--- src/rtl/pong_paddle_ctrl.sv ---
// Paddle controller for the VGA pong driver: synchronised buttons, move-rate tick,
// step acceleration and a paddle box clamped to a runtime play-field border.
module pong_paddle_ctrl #(
  parameter int COORD_W     = 10,
  parameter int PADDLE_W    = 8,
  parameter int PADDLE_H    = 64,
  parameter int X_OFFSET    = 16,
  parameter int INIT_Y      = 208,
  parameter int TICK_DIV    = 833334,
  parameter int BASE_STEP   = 2,
  parameter int MAX_STEP    = 8,
  parameter int ACCEL_TICKS = 6,
  parameter int ACCEL_EN    = 1
) (
  input  logic               CLK_100MHz,
  input  logic               Reset,
  input  logic               BtnUp,
  input  logic               BtnDown,
  input  logic               LR,
  input  logic [COORD_W-1:0] borderHmin,
  input  logic [COORD_W-1:0] borderHmax,
  input  logic [COORD_W-1:0] borderVmin,
  input  logic [COORD_W-1:0] borderVmax,
  output logic [COORD_W-1:0] Hmin,
  output logic [COORD_W-1:0] Hmax,
  output logic [COORD_W-1:0] Vmin,
  output logic [COORD_W-1:0] Vmax,
  output logic               moving,
  output logic               atTop,
  output logic               atBottom,
  output logic [1:0]         fsm_state
);

  localparam int TICK_W = (TICK_DIV > 1) ? $clog2(TICK_DIV) : 1;
  localparam int ACC_W  = (ACCEL_TICKS > 1) ? $clog2(ACCEL_TICKS) : 1;
  localparam int EW     = COORD_W + 1;

  localparam logic [TICK_W-1:0]  TICK_LAST = TICK_W'(TICK_DIV - 1);
  localparam logic [ACC_W-1:0]   ACC_LAST  = ACC_W'(ACCEL_TICKS - 1);
  localparam logic [COORD_W-1:0] BASE_C    = COORD_W'(BASE_STEP);
  localparam logic [COORD_W-1:0] MAX_C     = COORD_W'(MAX_STEP);
  localparam logic [COORD_W-1:0] H_M1_C    = COORD_W'(PADDLE_H - 1);
  localparam logic [COORD_W-1:0] W_M1_C    = COORD_W'(PADDLE_W - 1);
  localparam logic [COORD_W-1:0] XOFF_C    = COORD_W'(X_OFFSET);
  localparam logic [COORD_W-1:0] INIT_VMIN = COORD_W'(INIT_Y);
  localparam logic [COORD_W-1:0] INIT_VMAX = COORD_W'(INIT_Y + PADDLE_H - 1);
  localparam logic [EW-1:0]      H_M1_E    = EW'(PADDLE_H - 1);

  typedef enum logic [1:0] {
    S_IDLE = 2'd0,
    S_UP   = 2'd1,
    S_DOWN = 2'd2
  } state_t;

  state_t state, state_nxt, last_move;

  logic               up_meta, up_sync, dn_meta, dn_sync;
  logic [TICK_W-1:0]  tick_cnt;
  logic               tick;
  logic [COORD_W-1:0] step, step_use;
  logic [ACC_W-1:0]   acc_cnt;
  logic               dir_change;
  logic [EW-1:0]      vmin_e, vmax_e, bvmin_e, bvmax_e, step_e, cand;
  logic [COORD_W-1:0] low_c, v_next;

  // Two-flop synchronisers for the raw button levels.
  always_ff @(posedge CLK_100MHz or negedge Reset) begin
    if (!Reset) begin
      up_meta <= 1'b0;
      up_sync <= 1'b0;
      dn_meta <= 1'b0;
      dn_sync <= 1'b0;
    end else begin
      up_meta <= BtnUp;
      up_sync <= up_meta;
      dn_meta <= BtnDown;
      dn_sync <= dn_meta;
    end
  end

  always_ff @(posedge CLK_100MHz or negedge Reset) begin
    if (!Reset) begin
      tick_cnt <= '0;
    end else if (tick) begin
      tick_cnt <= '0;
    end else begin
      tick_cnt <= tick_cnt + 1'b1;
    end
  end

  assign tick = (tick_cnt == TICK_LAST);

  // FSM: state register
  always_ff @(posedge CLK_100MHz or negedge Reset) begin
    if (!Reset) begin
      state <= S_IDLE;
    end else begin
      state <= state_nxt;
    end
  end

  // FSM: next state; both buttons together count as no input
  always_comb begin
    state_nxt = S_IDLE;
    if (up_sync && !dn_sync) begin
      state_nxt = S_UP;
    end else if (dn_sync && !up_sync) begin
      state_nxt = S_DOWN;
    end
  end

  // FSM: outputs
  always_comb begin
    moving = 1'b0;
    case (state)
      S_UP, S_DOWN: moving = 1'b1;
      default:      moving = 1'b0;
    endcase
  end

  assign fsm_state = state;

  // last_move remembers the state seen at the previous tick, so a reversal that
  // skipped IDLE still restarts the step on its first tick.
  assign dir_change = ((state == S_UP)   && (last_move == S_DOWN)) ||
                      ((state == S_DOWN) && (last_move == S_UP));
  assign step_use   = dir_change ? BASE_C : step;

  always_ff @(posedge CLK_100MHz or negedge Reset) begin
    if (!Reset) begin
      step      <= BASE_C;
      acc_cnt   <= '0;
      last_move <= S_IDLE;
    end else if (tick) begin
      last_move <= state;
      if ((state == S_IDLE) || dir_change || (ACCEL_EN == 0)) begin
        step    <= BASE_C;
        acc_cnt <= '0;
      end else if (acc_cnt == ACC_LAST) begin
        acc_cnt <= '0;
        if (step < MAX_C) begin
          step <= step + 1'b1;
        end
      end else begin
        acc_cnt <= acc_cnt + 1'b1;
      end
    end
  end

  assign low_c = borderVmax - H_M1_C;

  // Move candidate in one extra bit, then re-clamp into the (possibly shrunk) border.
  always_comb begin
    step_e  = {1'b0, step_use};
    vmin_e  = {1'b0, Vmin};
    vmax_e  = {1'b0, Vmax};
    bvmin_e = {1'b0, borderVmin};
    bvmax_e = {1'b0, borderVmax};
    cand    = vmin_e;
    case (state)
      S_UP:    cand = (vmin_e < bvmin_e + step_e) ? bvmin_e : vmin_e - step_e;
      S_DOWN:  cand = (vmax_e + step_e > bvmax_e) ? {1'b0, low_c} : vmin_e + step_e;
      default: cand = vmin_e;
    endcase
    v_next = cand[COORD_W-1:0];
    if (cand + H_M1_E > bvmax_e) begin
      v_next = low_c;
    end else if (cand < bvmin_e) begin
      v_next = borderVmin;
    end
  end

  always_ff @(posedge CLK_100MHz or negedge Reset) begin
    if (!Reset) begin
      Vmin <= INIT_VMIN;
      Vmax <= INIT_VMAX;
    end else if (tick) begin
      Vmin <= v_next;
      Vmax <= v_next + H_M1_C;
    end
  end

  always_ff @(posedge CLK_100MHz or negedge Reset) begin
    if (!Reset) begin
      Hmin <= '0;
      Hmax <= '0;
    end else if (LR) begin
      Hmax <= borderHmax - XOFF_C;
      Hmin <= borderHmax - XOFF_C - W_M1_C;
    end else begin
      Hmin <= borderHmin + XOFF_C;
      Hmax <= borderHmin + XOFF_C + W_M1_C;
    end
  end

  always_ff @(posedge CLK_100MHz or negedge Reset) begin
    if (!Reset) begin
      atTop    <= 1'b0;
      atBottom <= 1'b0;
    end else begin
      atTop    <= (Vmin == borderVmin);
      atBottom <= (Vmax == borderVmax);
    end
  end

endmodule
--- config.mk ---
export PLATFORM = sky130hd
export DESIGN_NAME = pong_paddle_ctrl
export DESIGN_NICKNAME = d
export VERILOG_FILES = /design/src/rtl/pong_paddle_ctrl.sv
export SDC_FILE = /design/constraint.sdc
export NUM_CORES = 1
export LEC_CHECK = 0
export BUFFER_PORTS_ARGS = -buffer_cell sky130_fd_sc_hd__buf_2
export CAP_MARGIN = 0
export CORE_UTILIZATION = 57
export CTS_CLUSTER_DIAMETER = 80
export DETAILED_ROUTE_END_ITERATION = 12
export GPL_TIMING_DRIVEN = 0
export PLACE_DENSITY_LB_ADDON = 0.15
export SLEW_MARGIN = 20
export SYNTH_ARGS = -nofsm -noshare
export SYNTH_HDL_FRONTEND = slang
export SYNTH_SLANG_ARGS = --single-unit
export TNS_END_PERCENT = 5
--- constraint.sdc ---
create_clock -name CLK_100MHz -period 27.6 [get_ports CLK_100MHz]
set_clock_uncertainty 0.2 [all_clocks]
set_input_delay 5.52 -clock CLK_100MHz [delete_from_list [all_inputs] [get_ports CLK_100MHz]]
set_output_delay 5.52 -clock CLK_100MHz [all_outputs]
set_load 0.01 [all_outputs]
-- Word level (Yosys, flattened, before mapping)
Cells that the tools add are included.
- register bits after elaboration: 83
- input port bits: 45
- output and inout bits: 45
- add/subtract/negate cells: 14
- $lt $le $gt $ge: 5
- eq/ne operators: 8
- mux-type cells: 17
- reductions and logical operators: 13
- operators with widths (operator ; count):
    two-way mux 10 bit ; 8
    adder 10 x 10 -> 11 bit ; 3
    greater-than comparator 11 x 10 -> 1 bit ; 2
    two-way mux 11 bit ; 2
    one-hot mux 11 bit (2 select lines) ; 1
    adder 20 x 1 -> 20 bit, second input constant ; 1
    equality test 10 bit ; 2
    equality test 20 bit, second input constant ; 1
    two-way mux 20 bit ; 1
    adder 11 x 6 -> 11 bit, second input constant ; 1
    < comparator 10 x 11 -> 1 bit ; 1
    < comparator 11 x 10 -> 1 bit ; 1
    subtractor 10 x 10 -> 11 bit ; 1
    adder 10 x 1 -> 10 bit, second input constant ; 1
    adder 10 x 3 -> 10 bit, second input constant ; 1
    adder 10 x 5 -> 10 bit, second input constant ; 1
    adder 10 x 6 -> 10 bit, second input constant ; 1
    < comparator 10 x 4 -> 1 bit, second input constant ; 1
    subtractor 10 x 3 -> 10 bit, second input constant ; 1
    subtractor 10 x 5 -> 10 bit, second input constant ; 1
    subtractor 10 x 6 -> 10 bit, second input constant ; 1
    two-way mux 3 bit ; 2
    equality test 2 x 1 -> 1 bit, second input constant ; 2
    equality test 2 bit, second input constant ; 2
    other kinds (11) ; 18

-- Logic depth before layout (Yosys ltp)
- word-level depth: 12
- mapped depth: 50
- depth with buffers taken out: 46

-- Least setup slack after synthesis
Ideal clock, no wire load.
- path type: input port to flip-flop
- from: input port borderVmin[1]
- to: register Vmax[6]
- setup time: 125 ps
- arrival time: 12392 ps
- data required time: 27275 ps
- setup slack: 14884 ps
- stages on the path: 39
- buffers on the path: 2
- path through: ha_1 -> a21o_1 -> a21oi_1 -> o21bai_1 -> a21oi_1 -> o21bai_1 -> a21oi_1 -> o21bai_1 -> a21oi_1 -> xor2_1 -> ha_1 -> nand3_1 -> a21oi_1 -> a211oi_1 -> o31a_1 -> nor2_1 -> o21ai_0 -> o211ai_1 -> (+3 left out) -> o31a_1 -> o311ai_0 -> xnor2_1 -> ha_1 -> nand3_1 -> a21oi_1 -> o41ai_1 -> nand2_1 -> mux2_4 -> buf_6 -> buf_4 -> a21oi_1 -> ha_1 -> nand2_1 -> or2_2 -> mux2i_4 -> xnor2_1 -> mux2_2
- word-level cells in the longest chain between the ends: 8
- elaborated cells between the ends (all ways): 10
- those cells by class: add/sub (3); order compare (3); mux (4)
- RTL lines (element ; RTL line ; source):
    from (decl) ; 22 ; input logic [COORD_W-1:0] borderVmin,
    adder 10 x 10 -> 11 bit ; 161 ; S_UP: cand = (vmin_e < bvmin_e + step_e) ? bvmin_e : vmin_e - step_e;
    < comparator 10 x 11 -> 1 bit ; 161 ;
    two-way mux 11 bit ; 161 ;
    one-hot mux 11 bit (2 select lines) ; 160 ; case (state)
    adder 11 x 6 -> 11 bit / < comparator 11 x 10 -> 1 bit (equally long branches) ; 166, 168 ;
    greater-than comparator 11 x 10 -> 1 bit / two-way mux 10 bit (equally long branches) ; 166, 168 ;
    two-way mux 10 bit * ; 166 ; if (cand + H_M1_E > bvmax_e) begin
    adder 10 x 6 -> 10 bit * ; 179 ; Vmax <= v_next + H_M1_C;
    to (signal assigned) ; 179 ;
    to (decl) ; 27 ; output logic [COORD_W-1:0] Vmax,
Every way passes the cells marked *; elsewhere a longest branch is shown, timed or not.
A chain may end at the register's enable or synchronous reset.

-- Final worst setup path
Same ends and word-level chain as after synthesis.

==> results.json <==
{
  "synth_seq_cells": 83,
  "drt-pass1-iter-count": 5,
  "via_count": 7266,
  "ys_types": 80,
  "die_area_um2": 14800,
  "fin_crit_sh_pct": 50.3,
  "worstPathMaxFanout": 10,
  "synth_top_area_share_pct": 22.8,
  "fin_crit_ps": 13890,
  "antenna_left": 0,
  "reg2reg_from": "fsm_state[1]$_DFF_PN0_",
  "power_density_nw_per_um2": 34.9,
  "viasPerCell": 5.84,
  "final_common_cell": "ha_1",
  "min_path_type": "register to register",
  "grt_max_degree": 51,
  "antenna_found_initial": 0,
  "die_height_um": 121,
  "synthFlopType": "dfrtp_1",
  "cts_max_level": 3,
  "clock_path_buffers": 2,
  "hold_viol_final": 0,
  "drc_errors": 0,
  "core_area_um2": 13900,
  "critical-path-slowest-cell": "o41ai_1",
  "synth_warnings": 0,
  "die_w_um": 121,
  "cap_viol_max_count": 0,
  "r2r_cells": 47,
  "status": "finished clean",
  "max_slew_margin_pct": 45.7,
  "grt_use_total_pct": 30.8,
  "max_freq_ghz": 0.0720,
  "start_kind": "input port",
  "clkTransAtPathRegs_ps": 70,
  "setup_viol_count_final": 0,
  "grt_pass1_wl_um": 34800,
  "cp_common_cell": "a21oi_1",
  "ys_seq_area_share_pct": 25.7,
  "nets": 1203,
  "syn_area_um2": 8130,
  "min_path_cells": 0,
  "grt_pass1_vias": 6982,
  "finalWeightedCongestion": 0.911,
  "cts_sinks": 83,
  "fin_tns_setup_ps": 0,
  "post-cts-setup-buffers": 0,
  "fin_util_pct": 65.6,
  "worstPathArrival_ps": 13930,
  "pin_count": 90,
  "final_cell_mix": "ha_1, buf_2, xnor2_1",
  "reg2reg_slack_ps": 16620,
  "synthCells": 961,
  "ys_top_cells_by_area": "dfrtp_1, ha_1, xnor2_1",
  "tritoncts": "built",
  "critical_path_class": "input port to register",
  "clkLatencyLatePin_ps": 350,
  "synth_edf_count": 0,
  "synthesis.nets": 1104,
  "min_to": "dn_sync$_DFF_PN0_",
  "syn_to_final_growth_pct": 12.0,
  "initial_utilization_pct": 58.6,
  "p_leak_nw": 4.30,
  "wl_um": 21700,
  "final.fill_count": 1220,
  "placed_area_um2": 8820,
  "route.detailed.wl_per_inst_um": 17.4,
  "drive_above_1_share_pct": 14.6,
  "antenna_cells": 0,
  "crit_path_max_incr_delay_ps": 460,
  "tightest_slew_ps": 810,
  "crit_required_ps": 27640,
  "cts_resized": 0,
  "end_kind": "register",
  "slew_violations": 0,
  "row_count": 43,
  "cts_inserted_buffers": 9,
  "initialDrtViolationCount": 481,
  "postLayoutCellArea_um2": 9110,
  "ir_worst_vdd_v": 0.0000365,
  "worstReg2RegEnd": "Vmax[6]$_DFFE_PN0N_",
  "hold_start": "dn_meta$_DFF_PN0_",
  "rsz0062_at_grt": "no",
  "grt-ovfl-total": 0,
  "yosysTopAreaCell": "dfrtp_1",
  "cts-root-buf": "clkbuf_16",
  "synthArstFlopShare_pct": 100,
  "post-dp-hpwl_um": 17600,
  "holdBufCountCts": 0,
  "syn_area_per_cell_um2": 8.46,
  "port-buffer-count": 87
}
cells by family (layout without fill, tap and decap cells):
| group | after synthesis | count (layout) | share of synthesized area (%) |
|---|---|---|---|
| AOI/OAI and AO/OA | 224 | 224 | 18.9 |
| buffers and inverters | 107 | 211 | 5.35 |
| and+or+nand+nor | 311 | 311 | 19.0 |
| DFF | 83 | 83 | 25.7 |
| adders and majority gates | 98 | 98 | 15.4 |
| xor gates and xnor gates | 115 | 115 | 12.4 |
| muxes | 23 | 23 | 3.26 |
power breakdown:
| part | total, mW | internal (mW) | switching (mW) |
|---|---|---|---|
| clock network | 0.120 | 0.0651 | 0.0545 |
| logic | 0.0708 | 0.0283 | 0.0425 |
| registers | 0.127 | 0.126 | 0.00151 |
| total | 0.318 | 0.219 | 0.0984 |
sequential cells by signal, summed over array words and instances (netlist names):
register	cells
tick_cnt	20
Hmax	10
Hmin	10
Vmax	10
Vmin	10
step	10
acc_cnt	3
fsm_state	2
last_move	2
atBottom	1
atTop	1
dn_meta	1
dn_sync	1
up_meta	1
up_sync	1
metrics by stage:
step | power [mW] | hold WS, ps | std cells | worst slack [ps]
after detailed placement | 0.200 | 135 | 1229 | 13550
final | 0.318 | 153 | 1245 | 13710
after floorplan | 0.175 | 131 | 961 | 14880
after CTS | 0.320 | 156 | 1245 | 13890
after global placement | 0.198 | 136 | 1228 | 13650
after global routing | 0.334 | 156 | 1245 | 13280
synthesized netlist by cell type, types with 22 or more instances:
cell type  instances
nor2_1            73
a21oi_1           52
xor2_1            34
dfrtp_1           74
xnor2_1           81
nor3_1            29
clkbuf_1          22
nand3_1           35
inv_1             76
ha_1              94
o21ai_0           47
nand2_1           76
per-layer routing:
| layer | up-vias | wire length [µm] | track usage, % |
|---|---|---|---|
| li1 | 3601 | - | - |
| met2 | 216 | 10100 | 50.5 |
| met5 | - | 0 | 0 |
| met3 | 34 | 1220 | 4.14 |
| met1 | 3415 | 9600 | 40.4 |
| met4 | 0 | 790 | 13.6 |
worst max-delay path: cells and delay by family:
kind / cells / cell delay (ps)
AOI/OAI and AO/OA: 18 / 4110
buffers and inverters: 4 / 570
and+or+nand+nor: 7 / 1120
adders and majority gates: 5 / 1330
muxes: 3 / 770
xor gates and xnor gates: 3 / 490
worst max path at each step:
stage / from / slack (ps) / to
2_1_floorplan: borderVmin[1] / 14880 / Vmax[6]$_DFFE_PN0N_
3_3_place_gp: borderVmin[1] / 13650 / Vmax[6]$_DFFE_PN0N_
3_5_place_dp: borderVmin[1] / 13550 / Vmax[6]$_DFFE_PN0N_
4_1_cts: borderVmin[1] / 13890 / Vmax[6]$_DFFE_PN0N_
5_1_grt: borderVmin[1] / 13280 / Vmax[6]$_DFFE_PN0N_
6_report: borderVmin[1] / 13710 / Vmax[6]$_DFFE_PN0N_
final cells by class:
type                            instances  area, µm²  share of cell area (%)
Timing Repair Buffer                   88        458                    5.03
Clock inverter                          6       53.8                   0.591
Inverter                               76        285                    3.13
Sequential cell                        83       2090                    22.9
Multi-Input combinational cell        771       5610                    61.6
Buffer                                 31        150                    1.65
Clock buffer                           10        239                    2.62
Tap cell                              180        225                    2.47
Note: power is estimated with default switching activity, not from simulation.
